## src/rtl/i2c_slave_fsm.sv

```systemverilog
// I2C target: oversamples scl/sda in the clk domain, detects START/STOP, matches a
// 7-bit address, ACKs write bytes onto rx_data and serves read bytes from tx_data.
module i2c_slave_fsm #(
  parameter int                  ADDR_LEN    = 7,
  parameter int                  DATA_LEN    = 8,
  parameter logic [ADDR_LEN-1:0] SLAVE_ADDR  = 7'b1010110,
  parameter int                  SYNC_STAGES = 2
) (
  input  logic                clk,
  input  logic                rst_n,
  input  logic                scl,
  input  logic                sda_in,
  output logic                sda_oe,
  input  logic [DATA_LEN-1:0] tx_data,
  output logic                tx_req,
  output logic [DATA_LEN-1:0] rx_data,
  output logic                rx_valid,
  output logic                rw,
  output logic                addr_match,
  output logic                busy
);

  localparam int SH_W = (ADDR_LEN > DATA_LEN) ? ADDR_LEN : DATA_LEN;

  typedef enum logic [2:0] {
    IDLE, ADDR, ADDR_ACK, WR_DATA, WR_ACK, RD_DATA, RD_ACK, WAIT_STOP
  } state_t;

  state_t                 state;
  logic [3:0]             cnt;
  logic [SH_W-1:0]        shifter;
  logic [SYNC_STAGES-1:0] scl_sync, sda_sync;
  logic                   scl_s, sda_s, scl_d, sda_d;
  logic                   scl_rise, scl_fall, start_c, stop_c;

  // Synchronisers reset to the idle-bus level so release of reset never fakes an edge.
  always_ff @(posedge clk or negedge rst_n) begin
    if (!rst_n) begin
      scl_sync <= '1;
      sda_sync <= '1;
      scl_d    <= 1'b1;
      sda_d    <= 1'b1;
    end else begin
      scl_sync <= {scl_sync[SYNC_STAGES-2:0], scl};
      sda_sync <= {sda_sync[SYNC_STAGES-2:0], sda_in};
      scl_d    <= scl_s;
      sda_d    <= sda_s;
    end
  end

  assign scl_s    = scl_sync[SYNC_STAGES-1];
  assign sda_s    = sda_sync[SYNC_STAGES-1];
  assign scl_rise = scl_s & ~scl_d;
  assign scl_fall = ~scl_s & scl_d;
  assign start_c  = scl_s & sda_d & ~sda_s;
  assign stop_c   = scl_s & ~sda_d & sda_s;

  function automatic logic [3:0] inc_sat(input logic [3:0] c);
    return (c >= 4'd8) ? 4'd8 : c + 4'd1;
  endfunction

  always_ff @(posedge clk or negedge rst_n) begin
    if (!rst_n) begin
      state      <= IDLE;
      cnt        <= '0;
      shifter    <= '0;
      sda_oe     <= 1'b0;
      tx_req     <= 1'b0;
      rx_data    <= '0;
      rx_valid   <= 1'b0;
      rw         <= 1'b0;
      addr_match <= 1'b0;
      busy       <= 1'b0;
    end else begin
      tx_req   <= 1'b0;
      rx_valid <= 1'b0;
      if (start_c) begin
        state      <= ADDR;
        cnt        <= '0;
        sda_oe     <= 1'b0;
        addr_match <= 1'b0;
        busy       <= 1'b1;
      end else if (stop_c) begin
        state      <= IDLE;
        cnt        <= '0;
        sda_oe     <= 1'b0;
        addr_match <= 1'b0;
        busy       <= 1'b0;
      end else begin
        case (state)
          IDLE: ;
          ADDR: if (scl_rise) begin
            shifter <= {shifter[SH_W-2:0], sda_s};
            cnt     <= inc_sat(cnt);
            // Last rise carries R/W; shifter still holds just the address bits.
            if (cnt == 4'(ADDR_LEN)) begin
              rw    <= sda_s;
              cnt   <= '0;
              state <= (shifter[ADDR_LEN-1:0] == SLAVE_ADDR) ? ADDR_ACK : WAIT_STOP;
            end
          end
          ADDR_ACK, WR_ACK: if (scl_fall) begin
            if (!sda_oe) begin
              sda_oe     <= 1'b1;
              addr_match <= 1'b1;
            end else if (state == WR_ACK || !rw) begin
              sda_oe <= 1'b0;
              cnt    <= '0;
              state  <= WR_DATA;
            end else begin
              tx_req  <= 1'b1;
              shifter <= SH_W'(tx_data);
              sda_oe  <= ~tx_data[DATA_LEN-1];
              cnt     <= '0;
              state   <= RD_DATA;
            end
          end
          WR_DATA: if (scl_rise) begin
            shifter <= {shifter[SH_W-2:0], sda_s};
            cnt     <= inc_sat(cnt);
            if (cnt == 4'(DATA_LEN-1)) begin
              rx_data  <= {shifter[DATA_LEN-2:0], sda_s};
              rx_valid <= 1'b1;
              cnt      <= '0;
              state    <= WR_ACK;
            end
          end
          RD_DATA: if (scl_fall) begin
            if (cnt == 4'(DATA_LEN-1)) begin
              sda_oe <= 1'b0;
              cnt    <= '0;
              state  <= RD_ACK;
            end else begin
              cnt     <= inc_sat(cnt);
              shifter <= {shifter[SH_W-2:0], 1'b0};
              sda_oe  <= ~shifter[DATA_LEN-2];
            end
          end
          // cnt==8 marks a master ACK seen on the rise; the following fall reloads.
          RD_ACK: begin
            if (scl_rise) begin
              if (sda_s) state <= WAIT_STOP;
              else       cnt   <= 4'd8;
            end else if (scl_fall && cnt == 4'd8) begin
              tx_req  <= 1'b1;
              shifter <= SH_W'(tx_data);
              sda_oe  <= ~tx_data[DATA_LEN-1];
              cnt     <= '0;
              state   <= RD_DATA;
            end
          end
          WAIT_STOP: ;
          default: state <= IDLE;
        endcase
      end
    end
  end

endmodule

```

## config.mk

```make
export PLATFORM = sky130hd
export DESIGN_NAME = i2c_slave_fsm
export DESIGN_NICKNAME = d
export VERILOG_FILES = /design/src/rtl/i2c_slave_fsm.sv
export SDC_FILE = /design/constraint.sdc
export NUM_CORES = 1
export LEC_CHECK = 0
export CAP_MARGIN = 20
export CORE_MARGIN = 3
export CORE_UTILIZATION = 28
export CTS_BUF_LIST = sky130_fd_sc_hd__clkbuf_8
export DETAILED_ROUTE_END_ITERATION = 10
export GPL_ROUTABILITY_DRIVEN = 0
export PLACE_DENSITY = 0.53
export SETUP_SLACK_MARGIN = 0.15
export SLEW_MARGIN = 20
export SYNTH_ARGS = -nofsm -noshare
export SYNTH_HDL_FRONTEND = slang
export SYNTH_SLANG_ARGS = --single-unit
export TNS_END_PERCENT = 5
```

## constraint.sdc

```tcl
create_clock -name clk -period 2.7 [get_ports clk]
set_input_delay 0.54 -clock clk [delete_from_list [all_inputs] [get_ports clk]]
set_output_delay 0.54 -clock clk [all_outputs]
set_load 0.005 [all_outputs]
```

==> impl_metrics.toml <==
[yosys]
ys_ff_latch = 34
synth_edf_count = 0
synth_common_cells = "dfrtp_1 (28), mux2_2 (23), nor2_1 (13)"
synth_area_leaders = "dfrtp_1 (38%), mux2_2 (14%), dfstp_2 (8.6%), nor2_1 (2.7%), a21oi_1 (2.2%)"
synth_top_area_share_pct = 38.36
synth_area_leader_cell = "dfrtp_1"
synth.avg_cell_area_um2 = 11.21
yosys_warnings = 0
netlist_area_um2 = 1827
yosysMostFrequentCell = "dfrtp_1"
synth_nets = 177
synth_seq_area_share_pct = 46.99
synthCells = 163
async_reset_ff_share_pct = 100.0
synth_ff_type = "dfrtp_1"
ys_types = 52

[clocking]
cts_htree_levels = 2
cts_tree = "built"
clk_path_buf_depth = 2
cts_resized = 0
cts_hold_buf = 0
path_clk_slew_ps = 70
postCtsSetupRepairBufs = 0
cts_sinks = 34
root_buffer = "clkbuf_8"
cts_made_buffers = 5
clk_latency_ps = 280

[pwr]
p_leak_nw = 0.9633
ir_worst_vdd_mv = 0.3735
powerDensity_nw_per_um2 = 962.8

[sta]
timing.fmax_ghz = 0.4642
hold_viol = 0
relSlewSlack_pct = 63.18
final.period_utilization_pct = 79.79
setup_ws_ps = 545.6
final-setup-viol-count = 0
worstMarginPinSlew_ps = 552.4
clock_skew_ps = 5.107
holdWs_ps = 358.1
drv_slew = 0
rsz0062_at_grt = "no"
tns_ps = 0
period_minus_slack_ps = 2154

[grt]
grt_overflow_total = 0
grt_max_degree = 35
top_usage_layer = "met2"
grt_use_met3_pct = 3.422
grt_pass1_wl_um = 6982
use_met2_pct = 17.11
grt_use_total_pct = 11.82
use_met1_pct = 16.90
antenna_found_initial = 0
first_global_vias = 1421

[detailed_routing]
wirelength_um = 4037
firstDrtPassIters = 6
vias = 1342
wl_per_cell_um = 15.12
initialDrtViolationCount = 101
drcViolationCount = 0
viasPerCell = 5.026
antenna_left = 0

[critical_path]
startpoint_type = "register"
required_ps = 2870
worstPathArrival_ps = 2320
critPathCaptureType = "register"
critical_path_class = "reg2reg"
critPathMaxFanout = 15
crit_chain = "nor2b_2 > a211oi_2 > a311oi_2 > nand3_2 > mux2_2"
critical_path_buf_inv_count = 0
cp_top_family = "flip-flops"
cp_slowest_stage_delay_ps = 640
slowest_stage = "dfrtp_1"

[layout]
nNetsFinal = 205
n_antenna_cell = 0
area.growth.synth_to_final_pct = 23.56
drive_above_1_share_pct = 25.00

[die]
die_h_um = 86.77
die_x_um = 86.77
ios = 26
core_area_um2 = 6131
die-area_um2 = 7529
start_util_pct = 29.80
rows = 28

[placed_design]
dp_slack_ps = 590.6
portBuffers = 25
dpl.hpwl_um = 2840

[status]
outcome = "finished clean"

[worst_hold_path]
hp-class = "reg2reg"

[run]
cap_violations = 0
## metrics by stage
| step | util [%] | cell area (um2) | cells | power, mW |
|---|---|---|---|---|
| after floorplan | - | 1827 | 163 | 1.501 |
| after global placement | 35.02 | 2147 | 259 | 1.725 |
| after CTS | 36.82 | 2257 | 267 | 2.195 |
| after detailed placement | 35.02 | 2147 | 259 | 1.713 |
| final | 36.82 | 2257 | 267 | 2.173 |
| after global routing | 36.82 | 2257 | 267 | 2.340 |
## final timing paths
path | slack [ps] | depth (start not counted) | endpoint | start
min in group asynchronous | 650 | 2 | rx_data[5]$_DFFE_PN0P_ | rst_n
min | 360 | 0 | sda_sync[1]$_DFF_PN1_ | sda_sync[0]$_DFF_PN1_
max reg2reg | 550 | 5 | shifter[0]$_DFFE_PN0P_ | state[0]$_DFFE_PN0P_
max | 550 | 5 | shifter[0]$_DFFE_PN0P_ | state[0]$_DFFE_PN0P_
max in group asynchronous | 1700 | 2 | scl_sync[1]$_DFF_PN1_ | rst_n
min reg2reg | 360 | 0 | sda_sync[1]$_DFF_PN1_ | sda_sync[0]$_DFF_PN1_
## report_power, final
group / internal, mW / leakage, nW / switching, mW
Combinational: 0.462 / 0.481 / 0.421
Clock: 0.272 / 0.0556 / 0.190
Sequential: 0.632 / 0.427 / 0.196
Total: 1.37 / 0.963 / 0.807
## kinds of logic (layout without fill, tap and decap cells)
| kind of cell | count (synthesis) | in the layout | synth area share (%) |
|---|---|---|---|
| adders and majority gates | 2 | 2 | 1.370 |
| xor gates and xnor gates | 2 | 2 | 0.9591 |
| and+or+nand+nor | 46 | 46 | 14.52 |
| buffers and inverters | 11 | 40 | 2.945 |
| DFF | 34 | 34 | 46.99 |
| AOI/OAI and AO/OA | 43 | 43 | 17.94 |
| muxes | 25 | 25 | 15.27 |
## per-layer routing
layer | up-vias | share of wire, %
met5 | - | 0
met4 | 0 | 1.4
met3 | 8 | 5.5
met2 | 36 | 43
met1 | 637 | 50
li1 | 661 | -
## cell type report
cell class	instances	area, um2
fill	607	3874
multi-input combinational	118	914.6
sequential	34	858.3
timing repair buffer	26	257.7
tap	75	93.84
clock buffer	5	68.82
clock inverter	3	41.29
inverter	6	22.52
## state kept, by name, indices dropped and copies added, names as in the netlist, 2 cells and up
signal,count
rx_data,8
shifter,7
cnt,4
state,3
scl_sync,2
sda_sync,2
## placed cells by master (no fill, tap or decap), drive strengths merged, types with 5 or more instances in the layout
cell type,n
a21oi,8
clkbuf,5
clkdlybuf4s50,25
dfrtp,28
dfstp,6
inv,7
mux2,23
nand2,7
nor2,13
nor2b,5
o21ai,9
Power figures use the tool's default switching activity.
